--- src/rtl/vi_ctrl_pkg.sv ---
// Shared definitions for the PI-D controller slice.
//   GAIN_FRAC : fractional bits of the Q4.12 gains
//   DATA_W    : sample / gain / term width
//   ACC_W     : width of the three-term sum before the duty clamp
//   state_e   : sequencer states
//   clamp()   : signed 32-bit clamp to [lo, hi]
//   sat16()   : signed saturation of a 32-bit value to 16 bits
package vi_ctrl_pkg;

    localparam int GAIN_FRAC = 12;
    localparam int DATA_W    = 16;
    localparam int ACC_W     = 20;

    typedef enum logic [1:0] {
        ST_IDLE  = 2'd0,
        ST_RUN   = 2'd1,
        ST_FAULT = 2'd2
    } state_e;

    function automatic logic signed [31:0] clamp(input logic signed [31:0] x,
                                                 input logic signed [31:0] lo,
                                                 input logic signed [31:0] hi);
        if (x < lo) return lo;
        if (x > hi) return hi;
        return x;
    endfunction

    function automatic logic signed [15:0] sat16(input logic signed [31:0] x);
        return 16'(clamp(x, -32'sd32768, 32'sd32767));
    endfunction

endpackage

--- src/rtl/pid_mul_shift.sv ---
// Registered signed 16x16 multiply, rescaled from Q4.12 x Q1.15 back to
// Q1.15 by an arithmetic shift of GAIN_FRAC, then saturated to 16 bits.
// Ports:
//   clk, rst_n : clock, asynchronous active-low reset
//   a, b       : signed operands (gain, data)
//   y          : sat16((a*b) >>> GAIN_FRAC), one cycle after the operands
module pid_mul_shift
    import vi_ctrl_pkg::*;
(
    input  logic                     clk,
    input  logic                     rst_n,
    input  logic signed [DATA_W-1:0] a,
    input  logic signed [DATA_W-1:0] b,
    output logic signed [DATA_W-1:0] y
);

    logic signed [31:0] prod;

    assign prod = 32'(a) * 32'(b);

    always_ff @(posedge clk or negedge rst_n) begin
        if (!rst_n) begin
            y <= '0;
        end else begin
            y <= sat16(prod >>> GAIN_FRAC);
        end
    end

endmodule

--- src/rtl/pid_ctrl_core.sv ---
// PI-D compute stage with a run/fault sequencer.
// Ports:
//   clk, rst_n                 : clock, asynchronous active-low reset
//   reg_kp/reg_ki/reg_kd       : signed Q4.12 gains, latched when a sample is captured
//   reg_vref                   : signed Q1.15 setpoint
//   reg_start, reg_clear_fault : one-cycle command pulses
//   adc_valid, adc_data        : sample strobe and signed Q1.15 measurement
//   duty, duty_valid           : clamped duty word and its one-cycle update pulse
//   running, fault             : sequencer state flags
//   busy                       : compute schedule in progress
//   overrun                    : sticky, a sample arrived while busy
// One shared multiplier walks a fixed schedule after the capture edge T0:
// phase 1 computes p, phase 2 the integral increment, phase 3 the derivative
// term; phase 4 sums and phase 5 publishes the duty.
module pid_ctrl_core
    import vi_ctrl_pkg::*;
#(
    parameter logic signed [15:0] OV_LIMIT  = 16'sh7000,
    parameter int unsigned        FAULT_CNT = 3,
    parameter logic [15:0]        INT_LIM   = 16'h7FFF,
    parameter logic [15:0]        DUTY_MAX  = 16'h7FFF
) (
    input  logic                     clk,
    input  logic                     rst_n,
    input  logic signed [DATA_W-1:0] reg_kp,
    input  logic signed [DATA_W-1:0] reg_ki,
    input  logic signed [DATA_W-1:0] reg_kd,
    input  logic signed [DATA_W-1:0] reg_vref,
    input  logic                     reg_start,
    input  logic                     reg_clear_fault,
    input  logic                     adc_valid,
    input  logic signed [DATA_W-1:0] adc_data,
    output logic        [DATA_W-1:0] duty,
    output logic                     duty_valid,
    output logic                     running,
    output logic                     fault,
    output logic                     busy,
    output logic                     overrun
);

    localparam logic signed [31:0] INT_HI  = $signed({16'd0, INT_LIM});
    localparam logic signed [31:0] INT_LO  = -INT_HI;
    localparam logic signed [31:0] DUTY_HI = $signed({16'd0, DUTY_MAX});

    state_e                    state_reg;
    logic [2:0]                phase_reg;
    logic signed [DATA_W-1:0]  kp_reg, ki_reg, kd_reg;
    logic signed [DATA_W-1:0]  e_reg, e_prev_reg, p_reg, acc_reg;
    logic signed [ACC_W-1:0]   u_reg;
    logic [3:0]                fcnt_reg;
    logic [DATA_W-1:0]         duty_reg;
    logic                      duty_valid_reg, overrun_reg;

    logic                      capture, trip;
    logic [3:0]                fcnt_next;
    logic signed [DATA_W-1:0]  err_next, de, acc_next;
    logic signed [ACC_W-1:0]   u_next;
    logic [DATA_W-1:0]         duty_next;
    logic signed [DATA_W-1:0]  mul_a, mul_b, mul_y;

    assign busy       = (phase_reg != 3'd0);
    assign capture    = (state_reg == ST_RUN) && adc_valid && !busy;
    assign fcnt_next  = (adc_data > OV_LIMIT) ? fcnt_reg + 4'd1 : 4'd0;
    // A tripping sample never enters the schedule.
    assign trip       = capture && (fcnt_next == 4'(FAULT_CNT));
    assign err_next   = sat16(32'(reg_vref) - 32'(adc_data));
    assign de         = sat16(32'(e_reg) - 32'(e_prev_reg));
    // The multiplier register holds the integral increment at the phase-3 edge.
    assign acc_next   = 16'(clamp(32'(acc_reg) + 32'(mul_y), INT_LO, INT_HI));
    // At the phase-4 edge the multiplier register holds the derivative term.
    assign u_next     = ACC_W'(p_reg) + ACC_W'(acc_reg) + ACC_W'(mul_y);
    assign duty_next  = 16'(clamp(32'(u_reg), 32'sd0, DUTY_HI));

    always_comb begin
        mul_a = '0;
        mul_b = '0;
        case (phase_reg)
            3'd1:    begin mul_a = kp_reg; mul_b = e_reg; end
            3'd2:    begin mul_a = ki_reg; mul_b = e_reg; end
            3'd3:    begin mul_a = kd_reg; mul_b = de;    end
            default: ;
        endcase
    end

    pid_mul_shift u_mul (
        .clk   (clk),
        .rst_n (rst_n),
        .a     (mul_a),
        .b     (mul_b),
        .y     (mul_y)
    );

    always_ff @(posedge clk or negedge rst_n) begin
        if (!rst_n) begin
            state_reg      <= ST_IDLE;
            phase_reg      <= 3'd0;
            kp_reg         <= '0;
            ki_reg         <= '0;
            kd_reg         <= '0;
            e_reg          <= '0;
            e_prev_reg     <= '0;
            p_reg          <= '0;
            acc_reg        <= '0;
            u_reg          <= '0;
            fcnt_reg       <= '0;
            duty_reg       <= '0;
            duty_valid_reg <= 1'b0;
            overrun_reg    <= 1'b0;
        end else begin
            duty_valid_reg <= 1'b0;

            case (state_reg)
                ST_IDLE: begin
                    if (reg_start) begin
                        state_reg  <= ST_RUN;
                        acc_reg    <= '0;
                        e_prev_reg <= '0;
                        fcnt_reg   <= '0;
                    end
                end
                ST_RUN: begin
                    if (capture) begin
                        fcnt_reg <= fcnt_next;
                        if (trip) begin
                            state_reg <= ST_FAULT;
                        end else begin
                            e_reg     <= err_next;
                            kp_reg    <= reg_kp;
                            ki_reg    <= reg_ki;
                            kd_reg    <= reg_kd;
                            phase_reg <= 3'd1;
                        end
                    end
                end
                ST_FAULT: begin
                    // Clear has priority; a simultaneous start is dropped.
                    if (reg_clear_fault) begin
                        state_reg <= ST_IDLE;
                        acc_reg   <= '0;
                    end
                end
                default: state_reg <= ST_IDLE;
            endcase

            case (phase_reg)
                3'd1: phase_reg <= 3'd2;
                3'd2: begin
                    p_reg     <= mul_y;
                    phase_reg <= 3'd3;
                end
                3'd3: begin
                    acc_reg    <= acc_next;
                    e_prev_reg <= e_reg;
                    phase_reg  <= 3'd4;
                end
                3'd4: begin
                    u_reg     <= u_next;
                    phase_reg <= 3'd5;
                end
                3'd5: begin
                    duty_reg       <= duty_next;
                    duty_valid_reg <= 1'b1;
                    phase_reg      <= 3'd0;
                end
                default: ;
            endcase

            if (state_reg == ST_FAULT) duty_reg <= '0;

            // A new overrun in the same cycle as a clear stays visible.
            if (reg_clear_fault)   overrun_reg <= 1'b0;
            if (adc_valid && busy) overrun_reg <= 1'b1;
        end
    end

    assign duty       = duty_reg;
    assign duty_valid = duty_valid_reg;
    assign running    = (state_reg == ST_RUN);
    assign fault      = (state_reg == ST_FAULT);
    assign overrun    = overrun_reg;

endmodule

--- config.mk ---
export PLATFORM = sky130hd
export DESIGN_NAME = pid_ctrl_core
export DESIGN_NICKNAME = d
export VERILOG_FILES = /design/src/rtl/vi_ctrl_pkg.sv /design/src/rtl/pid_mul_shift.sv /design/src/rtl/pid_ctrl_core.sv
export SDC_FILE = /design/constraint.sdc
export NUM_CORES = 1
export LEC_CHECK = 0
export BUFFER_PORTS_ARGS = -buffer_cell sky130_fd_sc_hd__buf_2
export CAP_MARGIN = 25
export CORE_ASPECT_RATIO = 0.9
export CORE_MARGIN = 1.5
export CORE_UTILIZATION = 55
export CTS_BUF_LIST = sky130_fd_sc_hd__clkbuf_4
export DETAILED_ROUTE_END_ITERATION = 8
export PLACE_DENSITY = 0.72
export SETUP_SLACK_MARGIN = 0.2
export SYNTH_ARGS = -nofsm -noshare
export SYNTH_HDL_FRONTEND = slang
export SYNTH_HIERARCHICAL = 1
export SYNTH_SLANG_ARGS = --single-unit
--- constraint.sdc ---
create_clock -name clk -period 13.8 [get_ports clk]
set_clock_uncertainty 0.1 [all_clocks]
set_input_delay 2.76 -clock clk [delete_from_list [all_inputs] [get_ports clk]]
set_output_delay 2.76 -clock clk [all_outputs]
set_load 0.1 [all_outputs]
; Yosys cells after proc, flatten, opt, wreduce, memory -nomap -nowiden
; Cells that the tools add are included.
[word_totals]
reg_bits = 173
inputBits = 85
out_inout_bits = 21
word_cells = 132
[classes]
n_addsub = 6
mul = 1
magnitude_cmp = 11
eq_ne = 15
muxes = 61
n_bitwise = 1
reduce_logical = 22
[ops]
columns = operator, n
row1 = $mux 16, 27
row2 = $pmux 16 s2, 2
row3 = $gt 17x16->1 const B, 3
row4 = $lt 17x16->1 const B, 3
row5 = $pmux 16 s3, 1
row6 = $add 16x16->17, 2
row7 = $sub 16x16->17, 2
row8 = $mul 16x16->32, 1
row9 = $gt 20x16->1 const B, 1
row10 = $lt 20x16->1 const B, 1
row11 = $add 17x16->18, 1
row12 = $gt 18x16->1 const B, 1
row13 = $lt 18x1->1 const B, 1
row14 = $mux 1, 18
row15 = $gt 16x16->1 const B, 1
row16 = $pmux 3 s5, 1
row17 = $mux 4, 3
row18 = $reduce_and 3->1, 4
row19 = $reduce_bool 6->1, 2
row20 = $reduce_bool 2->1, 5
row21 = $mux 3, 3
row22 = $mux 2, 4
row23 = $pmux 4 s2, 1
row24 = $eq 3x2->1 const B, 2
row25 = 20 further kinds, 27

; Logic depth before layout (Yosys ltp)
; Gate-level depths: netlist (run 1).
[depth]
ltp_word = 13
ltp_mapped = 39
ltp_nobuf = 37

; Cells and area by module
; The synthesis (run 1) kept the hierarchy.
[modules_own_cells]
columns = module, n_inst, cells_per_inst, area_per_inst_um2
row1 = pid_mul_shift, 1, 1116, 10243.6
row2 = pid_ctrl_core, 1, 1023, 9990.8

; Worst setup path after synthesis (run 1)
; No wires, ideal clock.
[synth_path]
kind = reg-to-reg
startpoint = register e_reg[1]
endpoint = register u_mul.y[6]
setup_ns = 0.118
arrival_ns = 9.440
t_required_ns = 13.582
setup_slack_ns = 4.142
path_stages_with_launch = 35
path_buffers = 3
period_less_slack_ns = 9.658
cell_sequence = dfrtp_1 > ha_1 > nor2b_4 > o31a_1 > o311a_1 > o211ai_2 > a21oi_1 > or4_4 > a311oi_4 > mux2i_1 > buf_4 > nor2_1 > o21ai_1 > clkbuf_1 > nand2_1 > fa_1 > fa_1 > fa_1 > fa_1 > inv_1 > fa_1 > inv_1 > fa_1 > inv_1 > ha_1 > a21oi_1 > o21ai_0 > a221oi_2 > a21oi_2 > a221o_2 > a31oi_4 > xnor2_1 > o41a_1 > buf_6 > a21o_1
[synth_between]
elab_chain_len = 13
[synth_rtl]
columns = item, line
row1 = from (decl), pid_ctrl_core.sv:48  ; logic signed [DATA_W-1:0] e_reg, e_prev_reg, p_reg, acc_reg;
row2 = from (signal assigned), pid_ctrl_core.sv:127  ; e_reg <= err_next;
row3 = $sub 16x16->17, pid_ctrl_core.sv:67  ; assign de = sat16(32'(e_reg) - 32'(e_prev_reg));
row4 = $gt 17x16->1, vi_ctrl_pkg.sv:24  ; if (x > hi) return hi;
row5 = $mux 1 (2 in series), vi_ctrl_pkg.sv:24
row6 = $mux 16, vi_ctrl_pkg.sv:25  ; return x;
row7 = $mux 16, vi_ctrl_pkg.sv:24
row8 = $pmux 16 s2 *, pid_ctrl_core.sv:77  ; case (phase_reg)
row9 = via mul_b[1], pid_ctrl_core.sv:59  ; logic signed [DATA_W-1:0] mul_a, mul_b, mul_y;
row10 = $mul 16x16->32 *, pid_mul_shift.sv:19  ; assign prod = 32'(a) * 32'(b);
row11 = $gt 20x16->1, vi_ctrl_pkg.sv:24
row12 = $mux 1 (2 in series), vi_ctrl_pkg.sv:24
row13 = $mux 16, vi_ctrl_pkg.sv:25
row14 = $mux 16 *, vi_ctrl_pkg.sv:24
row15 = to (signal assigned), pid_mul_shift.sv:25  ; y <= sat16(prod >>> GAIN_FRAC);
row16 = to (decl), pid_mul_shift.sv:14  ; output logic signed [DATA_W-1:0] y
; Mark *: on every way through the listed nets, which the timed path passes. The rest lies on a longest branch. The select of a mux whose other input is x is not followed.
; A chain may end at the register's enable or synchronous reset.

; Worst setup path after layout (run 1)
[layout_path]
startpoint = register e_prev_reg[1]
endpoint = register u_mul.y[3]
[layout_between]
elab_chain_len = 13
[layout_rtl]
columns = item, line
row1 = from (decl), pid_ctrl_core.sv:48
row2 = from (signal assigned), pid_ctrl_core.sv:153  ; e_prev_reg <= e_reg;
row3 = $sub 16x16->17 *, pid_ctrl_core.sv:67
row4 = $gt 17x16->1, vi_ctrl_pkg.sv:24
row5 = $mux 1 (2 in series), vi_ctrl_pkg.sv:24
row6 = $mux 16, vi_ctrl_pkg.sv:25
row7 = $mux 16 *, vi_ctrl_pkg.sv:24
row8 = $pmux 16 s2 *, pid_ctrl_core.sv:77
row9 = via mul_b[3], pid_ctrl_core.sv:59
row10 = $mul 16x16->32 *, pid_mul_shift.sv:19
row11 = $gt 20x16->1, vi_ctrl_pkg.sv:24
row12 = $mux 1 (2 in series), vi_ctrl_pkg.sv:24
row13 = $mux 16, vi_ctrl_pkg.sv:25
row14 = $mux 16 *, vi_ctrl_pkg.sv:24
; Marked as above.

==> results of run 1 <==
[worst max-delay path, delay by kind of cell, from the launching register on]
kind                     cells  cell delay (ps)
flip-flops                   1              420
multiplexers                 1              220
AO/OA/AOI/OAI               14             3580
XOR/XNOR                     1              190
adder cells (fa/ha/maj)      8             4070
AND/OR/NAND/NOR              4              790
buffers and inverters        5              820
[per-layer routing]
layer  track usage  routed length [µm]  vias to the layer above
li1              -                   -                     7028
met1        0.3568               21180                     7604
met2        0.4565               23310                      431
met3       0.06545                3216                      100
met4        0.1025                1627                        0
met5             0                   0                        -
[cell families after synthesis]
kind of cell	count (synthesis)	synth area share
AO/OA/AOI/OAI	347	0.1150
XOR/XNOR	77	0.03370
adder cells (fa/ha/maj)	435	0.3721
buffers and inverters	447	0.08397
flip-flops	173	0.2139
multiplexers	82	0.04570
AND/OR/NAND/NOR	578	0.1356
[cell usage after synthesis, drive strengths merged, types with 8 or more instances]
cell type | count | area [µm²]
a22o | 28 | 245.2
nand3 | 12 | 60.06
a21o | 26 | 200.2
or3 | 8 | 50.05
nor2b | 12 | 82.58
a21oi | 77 | 392.9
inv | 377 | 1415
nor3 | 14 | 75.07
fa | 281 | 5625
o21ai | 106 | 530.5
buf | 10 | 58.81
mux2 | 80 | 904.6
and2 | 119 | 744.5
nand2 | 250 | 945.9
nand2b | 22 | 137.6
o21a | 19 | 142.6
maj3 | 9 | 90.09
xnor2 | 47 | 411.6
a22oi | 15 | 112.6
dfrtp | 173 | 4329
o211ai | 8 | 65.06
xor2 | 30 | 270.3
ha | 145 | 1814
nor2 | 104 | 390.4
a211oi | 15 | 112.6
clkbuf | 60 | 225.2
[metrics by stage]
| step | cells | hold slack, ps | instance area, µm² | setup slack, ps |
|---|---|---|---|---|
| global placement | 2691 | 354.7 | 21410 | 3515 |
| CTS | 2724 | 391.1 | 21760 | 3303 |
| detailed placement | 2692 | 365.7 | 21420 | 3340 |
| floorplan | 2139 | 338.6 | 20230 | 4142 |
| global route | 2732 | 424.2 | 21810 | 2800 |
| finish | 2732 | 393.7 | 21810 | 3516 |
[how the worst min path moves through the flow]
| stage | startpoint | to | slack [ps] | cells after the start |
|---|---|---|---|---|
| 2_1_floorplan | state_reg[1] | state_reg[0] | 340 | 1 |
| 3_3_place_gp | state_reg[1] | state_reg[0] | 350 | 1 |
| 3_5_place_dp | u_reg[15] | u_reg[15] | 370 | 2 |
| 4_1_cts | state_reg[1] | state_reg[0] | 390 | 1 |
| 5_1_grt | state_reg[1] | state_reg[0] | 420 | 1 |
| 6_report | state_reg[1] | state_reg[0] | 390 | 1 |
[cell type report]
cell class                 instances  area, µm²  area share
inverter                         377       1415     0.06490
antenna                            6      15.01   0.0006885
sequential                       173       4329      0.1985
clock buffer                      17      127.6    0.005853
timing repair buffer             149      882.1     0.04045
clock inverter                    15      212.7    0.009754
tap                              476      595.6     0.02731
multi-input combinational       1519      14230      0.6525
[cell usage in the layout (no fill, tap or decap), types with 22 or more instances in the layout]
| cell type | count |
|---|---|
| inv_1 | 377 |
| fa_1 | 281 |
| nand2_1 | 248 |
| dfrtp_1 | 173 |
| ha_1 | 145 |
| and2_1 | 119 |
| nor2_1 | 104 |
| buf_2 | 104 |
| o21ai_0 | 90 |
| mux2_2 | 79 |
| a21oi_1 | 75 |
| xnor2_1 | 47 |
| buf_4 | 43 |
| xor2_1 | 29 |
| a22o_1 | 28 |
| nand2b_1 | 22 |
| a21o_1 | 22 |
==> run summary, run 1 <==
total gr overflow - 0
normalized max-slew margin - 0.2543
root buffer cell - clkbuf_4
Nets - 2748
Worst path max stage delay - 890 ps
cell area after synthesis - 20230 µm²
min Tclk post-route - 10280 ps
# resized after CTS - 0
Pre-antenna DRT Iters - 5
RSZ-0062 raised after global routing - no
post-cts hold buffer count - 0
Ys Warns - 6
WP data required - 14290 ps
Crit Reg-Reg Startpoint - e_prev_reg[1]
Initial Util - 0.5594
Syn Inst Count - 2139
syn_nets - 2650
Die H - 185.0 µm
sequential share of the synthesized area - 0.2140
Reg2Reg Depth - 33
R2R Setup Slk - 3520 ps
# H-tree levels - 4
setup_tns - 0 ps
worst r2r dst - u_mul/y[3]
area grow syn2layout - 7.766%
share of cells above drive strength 1 - 0.1338
crit start category - flop
Core Area - 36170 µm²
Final Max Tran Viols - 0
CTS clk-pin slew, worst paths - 170 ps
Antenna Violating Nets Remaining - 0
final WL - 49320 µm
final setup vio count - 0
first-pass GRT wire length - 81820 µm
Final Cycle Share - 0.7452
number of cell rows - 66
# Post-CTS Setup Buffers - 0
Critical path origin - e_prev_reg[1]
total CTS buffers - 17
# DRC - 0
DR vias - 15160
Critical Path End - u_mul/y[3]
# Max-Cap Violations - 0
I/O pin cnt - 106
post-synthesis async set-or-reset flop share - 1.000
slowest CP cell - fa_1
vias per cell - 5.550
CP endpoint kind - flop
clk buf depth - 2
Port Buffers - 105
DRT iter0 DRCs - 1116
EDFF count, synth - 0
DP HPWL - 38520 µm
CP dominant cell by count - fa_1
die area - 37950 µm²
most common flop cell mapped by yosys - dfrtp_1
Die X - 205.2 µm
Worst Path Arrival - 10770 ps
number of distinct library cells after synthesis - 81
worst skew pair latency - 640 ps
largest net degree at the start of global routing - 98
GPL Wtd Cong - 0.8819
synthesized area per cell - 9.460 µm²
max reg flops - 18
critical path type - reg -> reg
crit-path max FO - 15
final hold violations - 0
status - finished clean
clock tree from TritonCTS - done
fill count - 3088
initial antenna violation count - 5
Hold Crit Class - reg -> reg
number of global-route vias before repair - 16320
final design utilization - 0.6029
routed length per instance - 18.05 µm
GRT Overall Usage - 0.2772
Yosys reg bits - 173
worst-margin pin slew - 1118 ps
top achievable clock speed - 0.09724 GHz
Sink Count - 173
Power of run 1 is not shown: default switching activity piles up to over one toggle a cycle in this logic, so the estimate is an artifact.
==> run 2: changes to the inputs <==
--- a/config.mk
+++ b/config.mk
@@ -12,7 +12,7 @@
 export CORE_UTILIZATION = 55
 export CTS_BUF_LIST = sky130_fd_sc_hd__clkbuf_4
 export DETAILED_ROUTE_END_ITERATION = 8
-export PLACE_DENSITY = 0.72
+export PLACE_DENSITY = 0.75
 export SETUP_SLACK_MARGIN = 0.2
 export SYNTH_ARGS = -nofsm -noshare
 export SYNTH_HDL_FRONTEND = slang
==> constraint.sdc (replaced) <==
create_clock -name clk -period 9.2 [get_ports clk]
set_clock_uncertainty 0.1 [all_clocks]
set_input_delay 1.84 -clock clk [delete_from_list [all_inputs] [get_ports clk]]
set_output_delay 1.84 -clock clk [all_outputs]
set_load 0.1 [all_outputs]
==> run summary, run 2 (same netlist as run 1, synthesis figures left out) <==
crit-path max FO - 8
post-cts hold buffer count - 0
normalized max-slew margin - 0.3553
most frequent cells in the layout - inv_1, fa_1, nand2_1, dfrtp_1, buf_4
Worst Path Arrival - 9670 ps
# Max-Cap Violations - 0
Antenna Violating Nets Remaining - 0
Pre-antenna DRT Iters - 6
GPL Wtd Cong - 0.9315
CP dominant cell by count - fa_1
Core Area - 36170 µm²
total gr overflow - 0
Worst Hold Depth - 2
CTS clk-pin slew, worst paths - 170 ps
initial antenna violation count - 2
Worst path max stage delay - 530 ps
clock tree from TritonCTS - done
Final WS setup - -66.26 ps
final WL - 51310 µm
Final Cycle Share - 1.007
Port Buffers - 105
worst skew pair latency - 630 ps
top achievable clock speed - 0.1079 GHz
Die X - 205.2 µm
largest net degree at the start of global routing - 116
Hold Crit Class - reg -> reg
final hold violations - 0
I/O pin cnt - 106
CP endpoint kind - flop
DR vias - 15920
max reg flops - 18
WP data required - 9600 ps
Hold WS - 402.0 ps
crit start category - flop
slowest CP cell - fa_1
first-pass GRT wire length - 83930 µm
root buffer cell - clkbuf_4
final design utilization - 0.6556
worst-margin pin slew - 967.0 ps
Placed Area - 22160 µm²
RSZ-0062 raised after global routing - yes
vias per cell - 5.570
Nets - 2878
status - finished with violations
final setup vio count - 15
area grow syn2layout - 17.20%
DRT iter0 DRCs - 1065
die area - 37950 µm²
violated checks - negative setup slack
# DRC - 0
GRT Overall Usage - 0.2810
clk buf depth - 2
Sink Count - 173
Initial Util - 0.5594
Reg2Reg Depth - 36
# H-tree levels - 4
total CTS buffers - 17
number of global-route vias before repair - 16820
critical path type - reg -> reg
Die H - 185.0 µm
commonest non-fill, non-tap cell in the layout - inv_1
number of cell rows - 66
share of cells above drive strength 1 - 0.2374
Final Max Tran Viols - 0
min Tclk post-route - 9266 ps
DP HPWL - 40030 µm
post-route cell area - 23710 µm²
routed length per instance - 17.95 µm
==> run 2: cell types whose count changed in the layout (fill, tap and decap cells not counted), moves of 10 or more <==
cell     delta
buf_4      +93
buf_6      +25
ha_1       -22
inv_1      -21
ha_4       +20
inv_2      +20
fa_1       -18
fa_2       +18
and2_1     -14
and2_4     +14
a21oi_1    -13
nand2_1    -13
a21oi_2    +10
==> run 2: path summary, 6_finish.rpt <==
kind	start	end	slack (ps)
max	e_reg[1]	u_mul/y[3]	-70
min	u_reg[16]	u_reg[16]	400
max reg2reg	e_reg[1]	u_mul/y[3]	-70
min reg2reg	u_reg[16]	u_reg[16]	400
max in group asynchronous	rst_n	e_reg[7]	6780
min in group asynchronous	rst_n	duty[11]	1030
==> run 2: critical path, delay by kind of cell, from the launching register on <==
family	cells	cell delay, ps
fa+ha+maj	8	3430
compound gates	14	3120
simple gates	4	840
buf+inv	8	780
flops	1	440
mux	1	370
xor+xnor	1	90
==> run 2: layout make-up <==
class	instances	area, µm²
well taps	476	595.6
clock buffers	17	127.6
repair buffers	278	2077
fillers	2787	12460
flip-flops and latches	173	4329
clock inverters	15	201.4
inverters	377	1418
multi-input cells	1520	14960
diodes	2	5.005
==> run 2: repair_timing <==
item,CTS,global route
cloned,4,1
pin swaps,77,30
resized for setup,113,45
endpoints found under the setup margin,16,16
setup buffers,41,13
==> run 2: metal layers <==
layer / vias to the layer above / wire [µm] / GRT usage
li1: 7299 / - / -
met1: 7916 / 21360 / 0.3648
met2: 602 / 24900 / 0.4741
met3: 101 / 3715 / 0.06298
met4: 0 / 1332 / 0.07708
met5: - / 0 / 0
==> run 2: per-stage QoR <==
| stage | setup TNS, ps | std cells | setup slack, ps |
|---|---|---|---|
| 2_1_floorplan | 0 | 2139 | 76.08 |
| 3_3_place_gp | -245.2 | 2761 | -63.61 |
| 3_5_place_dp | -2872 | 2762 | -233.6 |
| 4_1_cts | 0 | 2839 | 83.48 |
| 5_1_grt | -3817 | 2858 | -285.9 |
| 6_report | -450.2 | 2858 | -66.26 |
Power of run 2 is left out for the same reason.
